[config.mk]
export PLATFORM = sky130hd
export DESIGN_NAME = iter_muldiv
export DESIGN_NICKNAME = d
export VERILOG_FILES = /design/src/rtl/muldiv_pkg.sv /design/src/rtl/muldiv_step.sv /design/src/rtl/iter_muldiv.sv
export SDC_FILE = /design/constraint.sdc
export NUM_CORES = 1
export LEC_CHECK = 0
export ABC_CLOCK_PERIOD_IN_PS = 18200
export BUFFER_PORTS_ARGS = -buffer_cell sky130_fd_sc_hd__buf_4
export CORE_MARGIN = 5
export CORE_UTILIZATION = 30
export CTS_CLUSTER_DIAMETER = 200
export CTS_CLUSTER_SIZE = 25
export DETAILED_ROUTE_END_ITERATION = 7
export PLACE_DENSITY = 0.43
export SETUP_SLACK_MARGIN = 0.5
export SYNTH_ARGS = -nofsm -noshare
export SYNTH_HDL_FRONTEND = slang
export SYNTH_HIERARCHICAL = 1
export SYNTH_SLANG_ARGS = --single-unit
[constraint.sdc]
create_clock -name clk -period 18.2 [get_ports clk]
set_input_delay 5.46 -clock clk [delete_from_list [all_inputs] [get_ports clk]]
set_output_delay 5.46 -clock clk [all_outputs]
set_load 0.03 [all_outputs]
[src/rtl/muldiv_pkg.sv]
// muldiv_pkg: shared op, state and handshake encodings for the iterative mul/div unit.
package muldiv_pkg;

    localparam logic [1:0] OP_MULTU = 2'b00;
    localparam logic [1:0] OP_MULT  = 2'b01;
    localparam logic [1:0] OP_DIVU  = 2'b10;
    localparam logic [1:0] OP_DIV   = 2'b11;

    localparam logic DivStart          = 1'b1;
    localparam logic DivStop           = 1'b0;
    localparam logic DivResultReady    = 1'b1;
    localparam logic DivResultNotReady = 1'b0;

    typedef enum logic [1:0] {
        S_IDLE = 2'd0,
        S_RUN  = 2'd1,
        S_DONE = 2'd2
    } state_t;

endpackage

[src/rtl/muldiv_step.sv]
// muldiv_step: one combinational iteration, either a right-shift-add multiply step
// or a left-shift restoring divide step on a 2*WIDTH+1 bit partial value.
module muldiv_step #(
    parameter int WIDTH = 32
) (
    input  logic               i_is_div,
    input  logic [2*WIDTH:0]   i_p,
    input  logic [WIDTH-1:0]   i_b,
    output logic [2*WIDTH:0]   o_p
);

    logic [WIDTH:0]   w_sum;
    logic [WIDTH:0]   w_diff;
    logic [2*WIDTH:0] w_sh;
    logic             w_ge;

    // The upper W+1 bits never overflow: after each right shift the top bit is zero.
    always_comb begin
        w_sum  = i_p[2*WIDTH:WIDTH] + (i_p[0] ? {1'b0, i_b} : {(WIDTH+1){1'b0}});
        w_sh   = {i_p[2*WIDTH-1:0], 1'b0};
        w_ge   = w_sh[2*WIDTH:WIDTH] >= {1'b0, i_b};
        w_diff = w_sh[2*WIDTH:WIDTH] - {1'b0, i_b};
        o_p    = !i_is_div ? {1'b0, w_sum, i_p[WIDTH-1:1]}
               : w_ge      ? {w_diff, w_sh[WIDTH-1:1], 1'b1}
               :             w_sh;
    end

endmodule

[src/rtl/iter_muldiv.sv]
// iter_muldiv: iterative signed/unsigned multiply and divide retiring STEP bits per cycle,
// operating on magnitudes with a final two's-complement sign correction.
module iter_muldiv
    import muldiv_pkg::*;
#(
    parameter int WIDTH = 32,
    parameter int STEP  = 1
) (
    input  logic                 clk,
    input  logic                 rst,
    input  logic                 start_i,
    input  logic [1:0]           op_i,
    input  logic [WIDTH-1:0]     opdata1_i,
    input  logic [WIDTH-1:0]     opdata2_i,
    input  logic                 annul_i,
    output logic                 busy_o,
    output logic                 ready_o,
    output logic [2*WIDTH-1:0]   result_o,
    output logic                 div_zero_o
);

    localparam int N  = WIDTH / STEP;
    localparam int CW = $clog2(N + 1);

    state_t               r_state;
    state_t               w_next;
    logic                 r_is_div;
    logic                 r_neg_lo;
    logic                 r_neg_hi;
    logic                 r_dz;
    logic [WIDTH-1:0]     r_b;
    logic [2*WIDTH:0]     r_p;
    logic [CW-1:0]        r_cnt;
    logic [2*WIDTH-1:0]   r_result;

    logic                 w_is_div;
    logic                 w_is_signed;
    logic                 w_accept;
    logic                 w_zero;
    logic                 w_sa;
    logic                 w_sb;
    logic                 w_last;
    logic [WIDTH-1:0]     w_ma;
    logic [WIDTH-1:0]     w_mb;
    logic [WIDTH-1:0]     w_q;
    logic [WIDTH-1:0]     w_r;
    logic [2*WIDTH-1:0]   w_prod;
    logic [2*WIDTH-1:0]   w_final;
    logic [2*WIDTH:0]     w_chain [STEP+1];

    always_comb begin
        w_is_div    = (op_i == OP_DIVU) || (op_i == OP_DIV);
        w_is_signed = (op_i != OP_MULTU) && (op_i != OP_DIVU);
        w_accept    = (r_state == S_IDLE) && (start_i == DivStart) && !annul_i;
        w_zero      = w_is_div && (opdata2_i == '0);
        w_sa        = w_is_signed && opdata1_i[WIDTH-1];
        w_sb        = w_is_signed && opdata2_i[WIDTH-1];
        w_ma        = w_sa ? -opdata1_i : opdata1_i;
        w_mb        = w_sb ? -opdata2_i : opdata2_i;
        w_last      = (r_cnt == CW'(1));
        w_prod      = w_chain[STEP][2*WIDTH-1:0];
        w_q         = w_chain[STEP][WIDTH-1:0];
        w_r         = w_chain[STEP][2*WIDTH-1:WIDTH];
        w_final     = r_is_div ? {(r_neg_hi ? -w_r : w_r), (r_neg_lo ? -w_q : w_q)}
                    : (r_neg_lo ? -w_prod : w_prod);
    end

    assign w_chain[0] = r_p;

    for (genvar s = 0; s < STEP; s++) begin : g_step
        muldiv_step #(.WIDTH(WIDTH)) u_step (
            .i_is_div (r_is_div),
            .i_p      (w_chain[s]),
            .i_b      (r_b),
            .o_p      (w_chain[s+1])
        );
    end

    always_ff @(posedge clk or posedge rst) begin
        if (rst) r_state <= S_IDLE;
        else     r_state <= w_next;
    end

    // Annul wins over completion; DONE waits for start to drop before re-arming.
    always_comb begin
        w_next = r_state;
        case (r_state)
            S_IDLE:  w_next = w_accept ? (w_zero ? S_DONE : S_RUN) : S_IDLE;
            S_RUN:   w_next = annul_i ? S_IDLE : (w_last ? S_DONE : S_RUN);
            S_DONE:  w_next = (annul_i || start_i == DivStop) ? S_IDLE : S_DONE;
            default: w_next = S_IDLE;
        endcase
    end

    always_comb begin
        busy_o     = (r_state == S_RUN);
        ready_o    = (r_state == S_DONE) ? DivResultReady : DivResultNotReady;
        div_zero_o = (r_state == S_DONE) && r_dz;
        result_o   = r_result;
    end

    always_ff @(posedge clk or posedge rst) begin
        if (rst) begin
            r_is_div <= 1'b0;
            r_neg_lo <= 1'b0;
            r_neg_hi <= 1'b0;
            r_dz     <= 1'b0;
            r_b      <= '0;
            r_p      <= '0;
            r_cnt    <= '0;
            r_result <= '0;
        end else begin
            if (w_accept) begin
                r_is_div <= w_is_div;
                r_neg_lo <= w_sa ^ w_sb;
                r_neg_hi <= w_sa;
                r_dz     <= w_zero;
                r_b      <= w_mb;
                r_p      <= {{(WIDTH+1){1'b0}}, w_ma};
                r_cnt    <= CW'(N);
                if (w_zero) r_result <= {opdata1_i, {WIDTH{1'b1}}};
            end
            if (r_state == S_RUN) begin
                r_p   <= w_chain[STEP];
                r_cnt <= r_cnt - CW'(1);
                if (w_last && !annul_i) r_result <= w_final;
            end
        end
    end

endmodule

==> out/qor.yml <==
start_util_pct: 30.41
num-fill-cells: 5238
synth_top_family_by_area: "compound AO/OA/AOI/OAI gates"
path_buf_inv: 3
drive_gt1_share_pct: 14.09
cts_buffer_depth: 2
clkTransAtPathRegs_ns: 0.08
arrival_ns: 8.82
synth_xor_area_share_pct: 9.746
cpMaxStageDelayCell: "nor4b_1"
async_flop_share_pct: 100.0
cts_made_buffers: 17
die_area_mm2: 0.05429
cts_tree: "built"
setup.worst_path.class: "in2reg"
area_delta_synth_final_pct: 14.95
grt_pass1_vias: 13526
worstPathMaxFanout: 75
synthesis.nets: 1976
worstMarginPinSlew_ns: 1.086
synthSimpleGateAreaFrac_pct: 20.97
ir_worst_vdd_v: 0.00008684
drt-initial-drc-count: 1061
yosysTopAreaCell: "dfrtp_1"
worstSetupPathDepth: 9
yosysSeqAreaShare_pct: 29.02
finalWeightedCongestion: 0.8656
cts_root_buf: "clkbuf_16"
cts_setup_buffers: 0
hold_ws_ns: 0.4791
timing.fmax_mhz: 118.2
endpoint_kind: "flop"
synth_area_leaders: "dfrtp_1 (29%), ha_1 (5.9%), xor2_1 (5.6%)"
cp_cell_sequence: "buf_4 > inv_1 > ha_1 > nor4b_1 > nand4_1 > nor4_2 > buf_4 > or2_2 > o221ai_1"
syn_inst: 1834
multiInputGateArea_mm2: 0.009911
maxCapViolations: 0
synth_warnings: 6
period_needed_ns: 8.464
min_from: "r_cnt[5]$_DFFE_PP0P_"
synth_ff_type: "dfrtp_1"
layout_common_cells: "dfrtp_1 (172), nand2_1 (169), buf_4 (165)"
path_delay_family: "simple AND/OR/NAND/NOR gates"
rows: 81
required_ns: 18.55
hold_viol_final: 0
ant_nets: 0
power_density_mw_per_mm2: 187.2
relSlewSlack_pct: 26.91
synth-edff-count: 0
drc: 0
die_x_um: 233.0
wl_per_cell_um: 21.95
overflow: 0
r2r_end: "result_o[63]$_DFF_PP0_"
clk-insertion-delay-late_ns: 0.50
fin_nets: 2059
outcome: "completed"
power_leakage_nw: 7.449
h-tree-depth: 4
grt_usage_pct: 20.82
port_buffers: 136
via_count: 14067
hpwl_um: 44070
critical_path.most_common_cell: "buf_4"
total_power_mw: 3.209
r2r_slack_ns: 11.76
clock_sinks: 173
reg2reg_from: "r_b[7]$_DFFE_PP0N_"
coreArea_mm2: 0.04905
synth-adder-area-share_pct: 6.139
grt_max_degree: 76
via_per_inst: 5.421
ys_types: 83
netlist_area_mm2: 0.01492
synth_seq_cells: 173
pre_cts_slack_ns: 9.132
fin_skew_ns: 0.01306
synthMuxAreaShare_pct: 5.359
grt_pass1_wl_um: 85670
firstDrtPassIters: 5
min_path_cells: 1
final_common_cell: "dfrtp_1"
wl_um: 56970
fin_crit_sh_pct: 46.50
critPathMaxStageDelay_ns: 0.73
finalSetupViolCount: 0
crit_start: "opdata2_i[0]"
hold_buffers: 0
antenna_found_initial: 4
start_kind: "primary input"
ioPinCount: 137
finalWorstSetupSlack_ns: 9.736
ff2ff_path_depth: 18
rsz0062_at_grt: "false"
holdPathEnd: "r_cnt[5]$_DFFE_PP0P_"
register_area_mm2: 0.004333
drv_slew: 0
hp-class: "reg2reg"
syn_area_per_cell_um2: 8.134
synth.top_cell.area_share_pct: 29.02
die_y_um: 233.0
post_cts_resized: 0
timing.setup.tns_ns: 0
synth_compound_area_share_pct: 24.07
per-layer routing:
metal | track usage, % | vias to the layer above | routed length [um]
li1 | - | 6873 | -
met1 | 29.02 | 6851 | 26980
met2 | 33.59 | 290 | 26580
met3 | 3.282 | 51 | 2408
met4 | 5.686 | 2 | 978
met5 | 0 | - | 20
synth_stat cells, types with 18 or more instances:
cell      number
nor2_1       113
clkbuf_1      78
nor2b_1       34
a211oi_1      33
or3_1         21
inv_1         63
nor4_1        28
nand3_1       34
and2_1        46
dfrtp_1      173
mux2i_1       45
a21o_1        36
xnor2_1       70
ha_1          70
or4_1         21
nor3_1        48
mux2_2        31
o31ai_1       27
xor2_1        96
o21ai_0      156
nand2_1      169
a22oi_1       28
a21oi_1      160
nand4_1       21
o41ai_1       18
power breakdown:
group          switching [mW]  internal, mW  leakage, nW
clock                   0.185         0.197        0.282
combinational            1.35         0.797         4.93
sequential              0.146         0.529         2.23
total                    1.69          1.52         7.45
final cells by class:
cell class / instances / share of cell area (%)
sequential: 173 / 25.27
antenna: 1 / 0.01459
inverter: 65 / 1.452
clock inverter: 13 / 0.8172
timing repair buffer: 165 / 7.224
clock buffer: 19 / 2.583
tap: 664 / 4.845
multi-input combinational: 1495 / 57.80
cells by family after synthesis:
group,count (synthesis)
AND/OR/NAND/NOR,607
multiplexers,76
buffers and inverters,166
XOR/XNOR,166
adder cells (fa/ha/maj),72
AO/OA/AOI/OAI,574
flip-flops,173
worst max-delay path by stage:
| stage | end | slack, ns |
|---|---|---|
| 3_5_place_dp | result_o[32]$_DFF_PP0_ | 9.13 |
| 4_1_cts | result_o[32]$_DFF_PP0_ | 9.67 |
| 2_1_floorplan | r_b[0]$_DFFE_PP0N_ | 8.05 |
| 5_1_grt | result_o[2]$_DFF_PP0_ | 9.50 |
| 6_report | result_o[32]$_DFF_PP0_ | 9.74 |
| 3_3_place_gp | result_o[32]$_DFF_PP0_ | 9.25 |
sequential cells by signal (all words and copies together) (netlist names):
| name | flops |
|---|---|
| r_cnt | 6 |
| r_is_div | 1 |
| r_dz | 1 |
| result_o | 64 |
| r_neg_lo | 1 |
| r_b | 32 |
| r_neg_hi | 1 |
| r_state | 2 |
| r_p | 65 |
stage by stage:
stage	std cells	utilization, %	area [um^2]
CTS	2594	34.95	17150
global route	2595	34.96	17150
detailed placement	2562	33.76	16560
finish	2595	34.96	17150
floorplan	1834	-	14920
global placement	2562	33.76	16560
Note: power is estimated with default switching activity, not from simulation.
